==> src/rtl/led_frame_tx.sv <==
// led_frame_tx: serial frame transmitter for a six-LED receiver.
// The frame is a start bit (0), six data bits LSB first, an optional even
// parity bit and a stop bit (1). Each bit is held for CLKS_PER_BIT cycles.
// Optional feature macro: LED_FRAME_TX_PARITY_EN. When it is defined, a parity
// bit is sent between the data and stop bits (frame = 9 bit periods).
// When it is undefined, the frame is 8 bit periods.
module led_frame_tx #(
    parameter int CLKS_PER_BIT = 4
) (
    input  logic       clk,
    input  logic       resetn,
    input  logic [5:0] data_in,
    input  logic       send,
    output logic       tx_out,
    output logic       busy,
    output logic       done
);

    typedef enum logic [2:0] {
        IDLE   = 3'd0,
        START  = 3'd1,
        DATA   = 3'd2,
        PARITY = 3'd3,
        STOP   = 3'd4
    } state_t;

    localparam logic [7:0] LAST_CNT = 8'(CLKS_PER_BIT - 1);
    localparam logic [2:0] LAST_BIT = 3'd5;

    state_t     state, state_n;
    logic [7:0] bit_cnt, bit_cnt_n;
    logic [2:0] bit_idx, bit_idx_n;
    logic [5:0] shreg, shreg_n;
    logic       tx_n;
    logic       done_n;
    logic       bit_end;
`ifdef LED_FRAME_TX_PARITY_EN
    logic       parity, parity_n;
`endif

    assign bit_end = (bit_cnt == LAST_CNT);
    assign busy    = (state != IDLE);

    // Next-state, counter, shift and line-level decode; tx_n is the value the line takes after the edge
    always_comb begin
        // NOTE: every signal gets a default before the case so no path leaves it unassigned (no latches).
        state_n   = state;
        bit_cnt_n = bit_cnt + 8'd1;
        bit_idx_n = bit_idx;
        shreg_n   = shreg;
        tx_n      = tx_out;
        done_n    = 1'b0;
`ifdef LED_FRAME_TX_PARITY_EN
        parity_n  = parity;
`endif
        case (state)
            IDLE: begin
                bit_cnt_n = 8'd0;
                bit_idx_n = 3'd0;
                tx_n      = 1'b1;
                if (send) begin
                    state_n  = START;
                    shreg_n  = data_in;
                    tx_n     = 1'b0;
`ifdef LED_FRAME_TX_PARITY_EN
                    parity_n = ^data_in;
`endif
                end
            end
            START: begin
                if (bit_end) begin
                    bit_cnt_n = 8'd0;
                    state_n   = DATA;
                    tx_n      = shreg[0];
                end
            end
            DATA: begin
                if (bit_end) begin
                    bit_cnt_n = 8'd0;
                    if (bit_idx == LAST_BIT) begin
`ifdef LED_FRAME_TX_PARITY_EN
                        state_n = PARITY;
                        tx_n    = parity;
`else
                        state_n = STOP;
                        tx_n    = 1'b1;
`endif
                    end else begin
                        bit_idx_n = bit_idx + 3'd1;
                        shreg_n   = {1'b0, shreg[5:1]};
                        tx_n      = shreg[1];
                    end
                end
            end
`ifdef LED_FRAME_TX_PARITY_EN
            PARITY: begin
                if (bit_end) begin
                    bit_cnt_n = 8'd0;
                    state_n   = STOP;
                    tx_n      = 1'b1;
                end
            end
`endif
            STOP: begin
                if (bit_end) begin
                    bit_cnt_n = 8'd0;
                    state_n   = IDLE;
                    tx_n      = 1'b1;
                    done_n    = 1'b1;
                end
            end
            default: begin
                state_n   = IDLE;
                bit_cnt_n = 8'd0;
                tx_n      = 1'b1;
            end
        endcase
    end

    // State, counters, shift register and registered line/done outputs
    always_ff @(posedge clk or negedge resetn) begin
        if (!resetn) begin
            // NOTE: the shift register is cleared on reset too, so no stale pattern survives an aborted frame.
            state   <= IDLE;
            bit_cnt <= 8'd0;
            bit_idx <= 3'd0;
            shreg   <= 6'd0;
            tx_out  <= 1'b1;
            done    <= 1'b0;
`ifdef LED_FRAME_TX_PARITY_EN
            parity  <= 1'b0;
`endif
        end else begin
            // NOTE: non-blocking assignments so every flop samples pre-edge values.
            state   <= state_n;
            bit_cnt <= bit_cnt_n;
            bit_idx <= bit_idx_n;
            shreg   <= shreg_n;
            tx_out  <= tx_n;
            done    <= done_n;
`ifdef LED_FRAME_TX_PARITY_EN
            parity  <= parity_n;
`endif
        end
    end

endmodule

==> config.mk <==
export PLATFORM = sky130hd
export DESIGN_NAME = led_frame_tx
export DESIGN_NICKNAME = d
export VERILOG_FILES = /design/src/rtl/led_frame_tx.sv
export SDC_FILE = /design/constraint.sdc
export NUM_CORES = 1
export LEC_CHECK = 0
export ABC_AREA = 1
export BUFFER_PORTS_ARGS = -buffer_cell sky130_fd_sc_hd__buf_4
export CAP_MARGIN = 20
export CORE_ASPECT_RATIO = 1.1
export CORE_MARGIN = 1.5
export CORE_UTILIZATION = 62
export DETAILED_ROUTE_END_ITERATION = 6
export GPL_TIMING_DRIVEN = 0
export PLACE_DENSITY = 0.83
export SLEW_MARGIN = 20
export SYNTH_ARGS = -nofsm -noshare
export SYNTH_HDL_FRONTEND = slang
export SYNTH_SLANG_ARGS = --single-unit
==> constraint.sdc <==
create_clock -name clk -period 3.11 [get_ports clk]
set_input_delay 0.311 -clock clk [delete_from_list [all_inputs] [get_ports clk]]
set_output_delay 0.311 -clock clk [all_outputs]
set_load 0.02 [all_outputs]
After elaboration in Yosys (flattened, before gate mapping)
Index checks and enable logic that the tools add are counted.
Storage, ports and cells
  ROM bits: 0
  output and inout port bits: 3
  memories: 0
  logic and storage cells: 50
  bits in latches: 0
  bits in registers: 22
  memory bits (writable): 0
Operators by class
  bitwise gates (word level): 0
  magnitude comparators: 0
  add/sub/neg operators: 2
  $mul: 0
  shift-type cells: 0
  eq/ne operators: 11
  reduce and logical (&&, ||, !) cells: 8
  divide/modulo/power cells: 0
  muxes and demuxes: 23
Operators with widths (number)
  2-to-1 mux 3 bit: 7
  2-to-1 mux 6 bit: 3
  2-to-1 mux 8 bit: 2
  != test 2 bit, second input constant: 6
  case mux 3 bit (4 select lines): 1
  case mux 6 bit (2 select lines): 1
  adder 8 x 1 -> 8 bit, second input constant: 1
  equality test 8 x 2 -> 1 bit, second input constant: 1
  2-to-1 mux 1 bit: 7
  equality test 3 bit, second input constant: 2
  case mux 3 bit (2 select lines): 1
  AND reduction 3 bit: 2
  AND reduction 5 bit: 1
  case mux 1 bit (4 select lines): 1
  AND reduction 4 bit: 1
  adder 3 x 1 -> 3 bit, second input constant: 1
  equality test 3 x 1 -> 1 bit, second input constant: 1
  equality test 3 x 2 -> 1 bit, second input constant: 1
  logical NOT 3 bit: 1
  nonzero test 3 bit: 1
  OR reduction 3 bit: 1
  nonzero test 2 bit: 1

Depth between registers and ports, before layout
  word-level depth: 4
  gate-level depth with buffers: 8
  mapped depth without buffers: 8

Worst setup path before layout
Ideal clock, no wire load.
  path kind: register to register
  start: reg state[0]
  end: reg shreg[1]
  period minus slack after synthesis: 1.320 ns
  required time: 2.993 ns
  stages on the path, launching flop included: 9
  arrival: 1.203 ns
  library setup time: 0.117 ns
  setup slack: 1.790 ns
  cell sequence: dfrtp_1 inv_2 nand2_2 nor2_4 inv_1 nand2_4 nand3_4 nand2_1 nand2_1
Between the ends
  cells in the longest elaborated chain, start to end: 3
RTL lines
  from (decl): RTL line 30  | state_t state, state_n;
  from (signal assigned): RTL line 135  | state <= state_n;
  equality test 3 x 2 -> 1 bit / logical NOT 3 bit (equally long branches): RTL line 56  | case (state)
  != test 2 bit (no source line) / nonzero test 2 bit (equally long branches)
  AND reduction 4 bit (no source line)
  to (signal assigned): RTL line 138  | shreg <= shreg_n;
  to (decl): RTL line 33  | logic [5:0] shreg, shreg_n;
Several ways; a longest one is shown, not always the timed one.
A chain may end at the register's enable or synchronous reset.

Final worst setup path
  start: reg state[0]
  end: out busy
Between the ends
  cells in the longest elaborated chain, start to end: 1
RTL lines
  nonzero test 3 bit: RTL line 42  | assign busy = (state != IDLE);
  to (decl): RTL line 15  | output logic busy,
No other way between the ends.

==> results_dict.tcl <==
set metrics [dict create \
    setup_tns_ns 0 \
    ys_types 24 \
    detail_route.wl_per_cell_um 12.0 \
    end_kind "primary output" \
    wl_um 2350 \
    drc_errors 0 \
    path_max_fanout 8 \
    place_congestion 0.834 \
    syn_nets 164 \
    first_global_vias 996 \
    status "finished, final reports clean" \
    coreArea_sq_um 1840 \
    drive_gt1_share_pct 22.6 \
    vdd_drop_max_v 0.000485 \
    netlist_instances 152 \
    hpwl_um 1790 \
    fin_ws_ns 1.42 \
    pre_cts_slack_ns 1.62 \
    path_clk_slew_ns 0.11 \
    worstMarginPinSlew_ns 0.312 \
    cap_violations 0 \
    setup_viol 0 \
    grt_use_total_pct 24.3 \
    initial_core_util_pct 68.2 \
    antenna_found_initial 0 \
    hold_ws_ns 0.259 \
    area_growth_pct 12.2 \
    syn-cell-area_sq_um 1260 \
    final_max_slew_viol_count 0 \
    start_kind "flop" \
    switching_share_pct 45.8 \
    timing.final.crit_period_ns 1.69 \
    hold_path_depth 3 \
    die-area_sq_um 2310 \
    power_density_nw_per_um2 815 \
    vias 1045 \
    worstPathRequired_ns 2.80 \
    post_cts.repair.setup_buffers 0 \
    numCtsBuffers 3 \
    placed_cells 190 \
    clockBufferDepth 2 \
    viasPerCell 5.36 \
    grt_max_degree 23 \
    slew_headroom_pct 79.1 \
    first_pass_iters 4 \
    cp.arrival_ns 1.38 \
    dieWidth_um 45.9 \
    p_switching_mw 0.526 \
    yosysSeqAreaShare_pct 43.9 \
    rr_worst_depth 8 \
    first_iter_violations 30 \
    place.port_buffers 11 \
    final-instance-count-excl-fill 195 \
    fmax_mhz 592 \
    io_pins 12 \
    cts_tree "done" \
    synth_top_area_share_pct 41.8 \
    die_height_um 50.2 \
    synth_area_leaders "dfrtp_1, nand2_1, nand4_1" \
    cts_max_level 1 \
    synth_top_cell_by_area "dfrtp_1" \
    worstSkewPairLatency_ns 0.30 \
    timing_hold_violations_final 0 \
    comb_power_share_pct 51.5 \
    path_class "flop to primary output" \
    clockPowerShare_pct 11.5 \
    diodes 0 \
    row_count 16 \
    worstHoldPathType "input port to flop" \
    seqPwrFrac_pct 37.0 \
    power.internal_mw 0.622 \
    cts.sinks 22 \
    finalCritPeriodShare_pct 54.3 \
    cts_root_buffer "clkbuf_4" \
    power.leakage_nw 0.725 \
    grt_overflow 0 \
    ant_nets 0 \
    nNetsFinal 181 \
    clock_skew_ns 0.00195 \
    syn_area_per_cell_sq_um 8.26 \
    grt_pass1_wl_um 4240 \
    ys_seq_elements 22 \
    rsz0062_at_grt "false" \
    ys_warn_count 0 \
]
[kinds of logic (layout without fill, tap and decap cells)]
kind of cell	Yosys count	count (layout)	synth area share [%]
DFF	22	22	43.9
xor gates and xnor gates	2	2	1.39
adders and majority gates	3	3	2.99
buffers and inverters	19	35	6.47
AOI/OAI and AO/OA	9	9	4.78
and+or+nand+nor	97	97	40.4
[synth_stat cells (all sizes together)]
master / instances
nand2: 55
dfrtp: 21
inv: 18
nand4: 15
nor2: 12
nand3: 8
o21ai: 6
nor3: 4
a21oi: 3
ha: 3
or2: 2
xor2: 2
buf: 1
dfstp: 1
nor4: 1
[what timing repair did]
action / in CTS / in global routing
hold endpoints to repair: 21 / 0
resized for setup: 0 / 0
hold buffers: 1 / 0
[final timing paths]
| path | start | to | slack [ns] |
|---|---|---|---|
| hold / removal | send | state[0] | 0.26 |
| min in group asynchronous | resetn | bit_cnt[2] | 0.42 |
| setup / recovery | state[0] | busy | 1.42 |
| setup reg to reg | bit_cnt[0] | shreg[2] | 1.61 |
| hold reg to reg | bit_cnt[0] | bit_cnt[0] | 0.47 |
| max in group asynchronous | resetn | tx_out | 2.42 |
[worst max-delay path, cell delays in order, from the launching register on]
cell,delay (ns)
dfrtp_1,0.43
inv_2,0.17
nand2_2,0.09
nor2_4,0.12
inv_1,0.10
buf_4,0.16
[layout by cell type, fill, tap and decap left out, drive strengths merged]
cell,count
dfrtp,21
clkbuf,4
buf,12
or2,2
nor4,1
dlygate4sd3,1
nand4,15
nor3,4
nand3,8
o21ai,6
inv,18
ha,3
a21oi,3
xor2,2
nand2,55
dfstp,1
nor2,12
[per-layer routing]
layer / up-vias / GRT usage, % / part of all wire, % / wire length, um
li1: 528 / - / - / -
met1: 486 / 32.4 / 42 / 976
met2: 26 / 41.7 / 54 / 1260
met3: 5 / 3.24 / 3.8 / 88
met4: 0 / 4.29 / 0.72 / 17
met5: - / 0 / 0 / 0
[layout make-up]
class,instances,area (sq um)
Buffer,1,11.3
Clock buffer,4,26.3
Fill cell,151,433
Inverter,18,70.1
Multi-Input combinational cell,111,623
Sequential cell,22,552
Tap cell,27,33.8
Timing Repair Buffer,12,92.6
[per-stage QoR]
stage | total power [mW] | util [%] | cell area [sq um]
6_report | 1.15 | 76.5 | 1410
5_1_grt | 1.25 | 76.5 | 1410
4_1_cts | 1.15 | 76.5 | 1410
3_5_place_dp | 1.02 | 74.5 | 1370
3_3_place_gp | 1.00 | 74.5 | 1370
2_1_floorplan | 0.883 | - | 1260
[power groups by stage]
stage	clock network, mW	logic [mW]	registers (mW)
finish	0.132	0.591	0.425
global placement	0	0.574	0.426
floorplan	0	0.456	0.426
detailed placement	0	0.592	0.430
CTS	0.135	0.595	0.424
global route	0.149	0.662	0.434
[registers in the layout (all words and copies together) (netlist names)]
| name | flops |
|---|---|
| bit_cnt | 8 |
| bit_idx | 3 |
| done | 1 |
| shreg | 6 |
| state | 3 |
| tx_out | 1 |
Power figures use the tool's default switching activity.
